==> config.mk <==
export PLATFORM = sky130hd
export DESIGN_NAME = sram_arbiter
export DESIGN_NICKNAME = d
export VERILOG_FILES = /design/src/rtl/sram_arbiter.sv
export SDC_FILE = /design/constraint.sdc
export NUM_CORES = 1
export LEC_CHECK = 0
export ABC_AREA = 1
export BUFFER_PORTS_ARGS = -buffer_cell sky130_fd_sc_hd__buf_2
export CAP_MARGIN = 40
export CELL_PAD_IN_SITES_DETAIL_PLACEMENT = 1
export CELL_PAD_IN_SITES_GLOBAL_PLACEMENT = 1
export CORE_MARGIN = 2
export CORE_UTILIZATION = 38
export CTS_CLUSTER_SIZE = 30
export DETAILED_ROUTE_END_ITERATION = 12
export PLACE_DENSITY_LB_ADDON = 0.15
export RECOVER_POWER = 25
export REMOVE_ABC_BUFFERS = 1
export SKIP_LAST_GASP = 1
export SYNTH_ARGS = -nofsm -noshare
export SYNTH_HDL_FRONTEND = slang
export SYNTH_SLANG_ARGS = --single-unit
==> constraint.sdc <==
create_clock -name i_clk -period 3.22 [get_ports i_clk]
set_clock_uncertainty 0.1 [all_clocks]
set_input_delay 0.644 -clock i_clk [delete_from_list [all_inputs] [get_ports i_clk]]
set_output_delay 0.644 -clock i_clk [all_outputs]
set_load 0.02 [all_outputs]
==> src/rtl/sram_arbiter.sv <==
// sram_arbiter: shares one 16-bit async SRAM between the fetch (IF) and data (DM) ports.
// Ports: i_clk/i_rst_n clock and async active-low reset;
//   i_if_req/i_if_addr -> o_if_rdata/o_if_ack  fetch port (read only);
//   i_dm_req/i_dm_wren/i_dm_addr/i_dm_wdata/i_dm_bmask -> o_dm_rdata/o_dm_ack  data port;
//   o_sram_addr/o_sram_dq_o/o_sram_dq_oe/i_sram_dq_i and active-low strobes to the SRAM pins.
module sram_arbiter #(
   parameter int ADDR_W   = 18,
   parameter int WAIT_CYC = 1
) (
   input  logic              i_clk,
   input  logic              i_rst_n,
   input  logic              i_if_req,
   input  logic [31:0]       i_if_addr,
   output logic [31:0]       o_if_rdata,
   output logic              o_if_ack,
   input  logic              i_dm_req,
   input  logic              i_dm_wren,
   input  logic [31:0]       i_dm_addr,
   input  logic [31:0]       i_dm_wdata,
   input  logic [3:0]        i_dm_bmask,
   output logic [31:0]       o_dm_rdata,
   output logic              o_dm_ack,
   output logic [ADDR_W-1:0] o_sram_addr,
   output logic [15:0]       o_sram_dq_o,
   output logic              o_sram_dq_oe,
   input  logic [15:0]       i_sram_dq_i,
   output logic              o_sram_ce_n,
   output logic              o_sram_oe_n,
   output logic              o_sram_we_n,
   output logic              o_sram_lb_n,
   output logic              o_sram_ub_n
);
   typedef enum logic [1:0] {S_IDLE, S_LO, S_HI, S_ACK} state_t;
   localparam logic [1:0] LAST = 2'(WAIT_CYC - 1);
   state_t            r_state, w_nxt;
   logic [1:0]        r_cnt, w_cnt_nxt;
   logic              r_last, r_gnt, r_wr;
   logic [ADDR_W-2:0] r_addr;
   logic [31:0]       r_wdata;
   logic [3:0]        r_bmask;
   logic [15:0]       r_lo;
   logic              w_pick_dm, w_done, w_idle, w_wr, w_hi;
   logic [ADDR_W-2:0] w_addr;
   logic [31:0]       w_wdata;
   logic [3:0]        w_bmask;
   logic [1:0]        w_mask;
   logic [15:0]       w_dq;
   logic              w_unused;
   assign w_unused = ^{i_if_addr[31:ADDR_W+1], i_if_addr[1:0], i_dm_addr[31:ADDR_W+1], i_dm_addr[1:0]};
   // r_last: 1 = data port won last; on a tie the other port wins
   assign w_pick_dm = i_dm_req & (~i_if_req | ~r_last);
   assign w_done    = r_cnt == LAST;
   assign w_idle    = r_state == S_IDLE;
   assign o_if_ack  = (r_state == S_ACK) & ~r_gnt;
   assign o_dm_ack  = (r_state == S_ACK) & r_gnt;
   always_comb begin
      w_nxt     = r_state;
      w_cnt_nxt = r_cnt;
      case (r_state)
         S_IDLE: w_nxt = (i_if_req | i_dm_req) ? S_LO : S_IDLE;
         S_LO: begin
            w_cnt_nxt = w_done ? 2'd0 : 2'(r_cnt + 2'd1);
            w_nxt     = w_done ? S_HI : S_LO;
         end
         S_HI: begin
            w_cnt_nxt = w_done ? 2'd0 : 2'(r_cnt + 2'd1);
            w_nxt     = w_done ? S_ACK : S_HI;
         end
         S_ACK: w_nxt = S_IDLE;
      endcase
   end
   // Operands come straight from the winning port on entry to LO, from the latches afterwards
   always_comb begin
      w_addr  = w_idle ? (w_pick_dm ? i_dm_addr[ADDR_W:2] : i_if_addr[ADDR_W:2]) : r_addr;
      w_wr    = w_idle ? (w_pick_dm & i_dm_wren) : r_wr;
      w_wdata = w_idle ? i_dm_wdata : r_wdata;
      w_bmask = w_idle ? i_dm_bmask : r_bmask;
      w_hi    = w_nxt == S_HI;
      w_mask  = w_hi ? w_bmask[3:2] : w_bmask[1:0];
      w_dq    = w_hi ? w_wdata[31:16] : w_wdata[15:0];
   end
   always_ff @(posedge i_clk or negedge i_rst_n) begin
      if (!i_rst_n) begin
         r_state      <= S_IDLE;
         r_cnt        <= 2'd0;
         r_last       <= 1'b0;
         r_gnt        <= 1'b0;
         r_wr         <= 1'b0;
         r_addr       <= '0;
         r_wdata      <= '0;
         r_bmask      <= '0;
         r_lo         <= '0;
         o_if_rdata   <= '0;
         o_dm_rdata   <= '0;
         o_sram_addr  <= '0;
         o_sram_dq_o  <= '0;
         o_sram_dq_oe <= 1'b0;
         o_sram_ce_n  <= 1'b1;
         o_sram_oe_n  <= 1'b1;
         o_sram_we_n  <= 1'b1;
         o_sram_lb_n  <= 1'b1;
         o_sram_ub_n  <= 1'b1;
      end else begin
         r_state <= w_nxt;
         r_cnt   <= w_cnt_nxt;
         if (w_idle && w_nxt == S_LO) begin
            r_gnt   <= w_pick_dm;
            r_last  <= w_pick_dm;
            r_addr  <= w_addr;
            r_wr    <= w_wr;
            r_wdata <= w_wdata;
            r_bmask <= w_bmask;
         end
         if (w_nxt == S_LO || w_nxt == S_HI) begin
            o_sram_ce_n  <= 1'b0;
            o_sram_addr  <= {w_addr, w_hi};
            o_sram_oe_n  <= w_wr;
            o_sram_we_n  <= ~(w_wr & |w_mask);
            o_sram_lb_n  <= w_wr & ~w_mask[0];
            o_sram_ub_n  <= w_wr & ~w_mask[1];
            o_sram_dq_o  <= w_dq;
            o_sram_dq_oe <= w_wr;
         end else begin
            o_sram_ce_n  <= 1'b1;
            o_sram_oe_n  <= 1'b1;
            o_sram_we_n  <= 1'b1;
            o_sram_lb_n  <= 1'b1;
            o_sram_ub_n  <= 1'b1;
            o_sram_dq_oe <= 1'b0;
         end
         if (r_state == S_LO && w_done)
            r_lo <= i_sram_dq_i;
         if (r_state == S_HI && w_done && !r_wr && r_gnt)
            o_dm_rdata <= {i_sram_dq_i, r_lo};
         if (r_state == S_HI && w_done && !r_wr && !r_gnt)
            o_if_rdata <= {i_sram_dq_i, r_lo};
      end
   end
endmodule

==> flow_metrics.py <==
metrics = {
    "sta": {
        "drv_slew": 68,
        "setup_tns_ns": 0,
        "setup_violations": 0,
        "maxClockFrequency_mhz": 380,
        "tightest_slew_ns": 1.71,
        "timing.slew.headroom": -0.141,
        "hold_violations": 0,
        "layout_setup_ws_ns": 0.589,
        "min_period_over_period": 0.817,
        "layout_min_cycle_time_ns": 2.63,
        "rsz0062_at_grt": "no",
    },
    "global_routing": {
        "grt_usage": 0.185,
        "grt_antenna_before_repair": 3,
        "grt_pass1_vias": 6389,
        "grt_pass1_wl_mm": 32.4,
        "grt_start_max_net_pins": 87,
        "grt_overflow": 0,
    },
    "worst_setup_path": {
        "worstPathRequired_ns": 3.47,
        "cp_top_family": "simple AND/OR/NAND/NOR gates",
        "r2r-end": "o_sram_dq_o[9]$_DFFE_PN0N_",
        "slowest_delay_ns": 0.42,
        "critPathBufInv": 4,
        "cpMostUsedCell": "inv_1",
        "start_kind": "flop",
        "end_kind": "flop",
        "crit_chain": "inv_1 > ha_1 > inv_1 > o21ai_0 > nand2_1 > o21ai_1 > inv_1 > ha_1 > buf_4 > nor2_4 > o211ai_1 > nand3_1",
        "r2r_setup_slack_ns": 0.59,
        "critPathKind": "flop to flop",
        "cp.arrival_ns": 2.88,
        "rr_worst_depth": 12,
        "cp_max_fo": 16,
        "critPathSlowestCell": "dfrtp_1",
        "r2r_start": "r_state[1]$_DFF_PN0_",
    },
    "routing": {
        "drc_errors": 0,
        "drtIter0Drc": 233,
        "post_drt_wl_per_cell_microns": 14.4,
        "drtAntennaViolNets": 0,
        "dr.pass1.iters": 4,
        "num_vias": 6316,
        "wl_mm": 19.1,
        "drt-vias-per-instance": 4.77,
    },
    "final_layout": {
        "final_common_cell": "nand2_1",
        "num-nets-final": 1169,
        "fillers": 2444,
        "stdcell_area_sq_um": 9470,
        "area_growth_pct": 22.3,
        "final_cell_mix": "220 x nand2_1, 195 x buf_2, 174 x dfrtp_1",
        "drive_gt1_frac": 0.247,
    },
    "power_and_ir_drop": {
        "clockPowerShare": 0.186,
        "pwr-share-comb": 0.465,
        "pwr-share-seq": 0.349,
        "switching_share": 0.450,
        "p_int_w": 0.00624,
        "p_switching_w": 0.00510,
        "leakage_nw": 4.99,
        "irDropWorstVdd_v": 0.000453,
        "power_density_nw_per_um2": 1200,
    },
    "synthesis": {
        "synth_seq_area_share": 0.580,
        "synth.avg_cell_area_sq_um": 8.98,
        "ys_types": 23,
        "yosys_warnings": 0,
        "syn_inst": 862,
        "ys_seq_elements": 179,
        "synth_area_sq_um": 7740,
    },
    "die": {
        "num_rows": 52,
        "ios": 227,
        "start_util": 0.385,
        "design.core.area_sq_um": 20100,
        "dieHeight_microns": 147,
        "die_w_microns": 147,
        "die_area_sq_um": 21500,
    },
    "min_path": {
        "min_from": "i_dm_bmask[2]",
        "worstHoldPathType": "input pin to flop",
        "min_delay_path_depth": 2,
        "holdPathEnd": "r_bmask[2]$_DFFE_PN0P_",
    },
    "outcome": {
        "status": "finished, violations left",
        "failed_checks": "capacitance limit, slew limit",
    },
    "clock_tree": {
        "htree_levels": 4,
        "cts_setup_buffers": 0,
        "cts.sinks": 179,
        "cts.path.max_buffers": 2,
        "cts_root_buffer": "clkbuf_16",
        "clk_latency_ns": 0.43,
        "clk_pin_slew_worst_paths_ns": 0.07,
        "post_cts_resize_count": 0,
        "cts_buffers": 17,
        "hold_buffers": 0,
        "cts_tree": "yes",
    },
    "placed_design": {
        "place_area_sq_um": 8880,
        "port-buffer-count": 196,
        "dpl.hpwl_mm": 13.0,
        "place_ws_ns": 0.525,
        "gp_congestion": 0.727,
    },
    "flow_run": {
        "maxCapViolCount": 1,
    },
}
cell usage after synthesis (all sizes together):
library cell / number / area share
mux2: 4 / 0.0058
buf: 40 / 0.035
nand2: 225 / 0.11
dfrtp: 174 / 0.56
nand4: 1 / 0.00081
nand3: 56 / 0.036
a21oi: 35 / 0.023
clkbuf: 11 / 0.0055
dfstp: 5 / 0.017
ha: 8 / 0.013
o211ai: 32 / 0.031
o21ai: 136 / 0.088
nor2: 24 / 0.015
inv: 111 / 0.054
registers in the layout, indices dropped and copies added, names as in the netlist:
| signal | cells |
|---|---|
| r_lo | 16 |
| r_wdata | 32 |
| o_sram_addr | 18 |
| r_bmask | 4 |
| o_sram_lb_n | 1 |
| o_dm_rdata | 32 |
| o_if_rdata | 32 |
| o_sram_ub_n | 1 |
| o_sram_oe_n | 1 |
| o_sram_dq_oe | 1 |
| o_sram_ce_n | 1 |
| r_addr | 17 |
| o_sram_we_n | 1 |
| r_state | 2 |
| r_cnt | 2 |
| o_sram_dq_o | 16 |
| r_gnt | 1 |
| r_wr | 1 |
power groups by stage:
stage | combinational [W] | sequential (W) | clock, W
global placement | 0.00526 | 0.00398 | 0
finish | 0.00527 | 0.00396 | 0.00211
floorplan | 0.00276 | 0.00467 | 0
detailed placement | 0.00542 | 0.00399 | 0
global route | 0.00601 | 0.00410 | 0.00226
CTS | 0.00542 | 0.00397 | 0.00217
per-layer routing:
layer,part of all wire,wire (microns),GRT usage,vias up
li1,-,-,-,3125
met1,0.49,9270,0.263,3028
met2,0.45,8550,0.286,140
met3,0.050,959,0.0404,21
met4,0.014,271,0.0568,2
met5,0.00068,13,0,-
how the worst max path moves through the flow:
stage                                             end  slack [ns]                  from  cells past startpoint
after global routing      o_sram_dq_o[13]$_DFFE_PN0N_        0.26               i_rst_n                      2
after detailed placement   o_sram_dq_o[9]$_DFFE_PN0N_        0.53  r_state[1]$_DFF_PN0_                     12
final                      o_sram_dq_o[9]$_DFFE_PN0N_        0.59  r_state[1]$_DFF_PN0_                     12
after global placement     o_sram_dq_o[5]$_DFFE_PN0N_        0.59  r_state[1]$_DFF_PN0_                     12
after floorplan           o_sram_addr[10]$_DFFE_PN0N_       -1.48  r_state[0]$_DFF_PN0_                      9
after CTS                  o_sram_dq_o[9]$_DFFE_PN0N_        0.50  r_state[1]$_DFF_PN0_                     12
worst reg2reg max path, delay by kind of cell, from the launching register on:
| kind | cells | cell delay, ns |
|---|---|---|
| compound gates | 3 | 0.50 |
| fa+ha+maj | 2 | 0.53 |
| simple gates | 3 | 0.58 |
| buf+inv | 4 | 0.43 |
| flops | 1 | 0.42 |
cell type report:
class | instances | area, sq um | area share
clock inverters | 15 | 186 | 0.0197
diodes | 2 | 5.00 | 0.000529
well taps | 270 | 338 | 0.0357
multi-input cells | 521 | 2530 | 0.268
clock buffers | 17 | 425 | 0.0449
inverters | 111 | 417 | 0.0440
repair buffers | 210 | 1080 | 0.114
flip-flops and latches | 179 | 4490 | 0.474
kinds of logic after synthesis:
group	Yosys count	share of synthesized area
DFF	179	0.580
muxes	4	0.00582
AOI/OAI and AO/OA	203	0.142
buffers and inverters	162	0.0941
adders and majority gates	8	0.0129
and+or+nand+nor	306	0.166
metrics by stage:
stage | hold slack (ns) | instances | util | total power (W)
after global routing | 0.365 | 1324 | 0.471 | 0.0124
after floorplan | 0.248 | 811 | - | 0.00744
after detailed placement | 0.369 | 1291 | 0.442 | 0.00941
after CTS | 0.125 | 1323 | 0.472 | 0.0116
final | 0.371 | 1325 | 0.471 | 0.0113
after global placement | 0.361 | 1291 | 0.442 | 0.00924
Note: power is estimated with default switching activity, not from simulation.
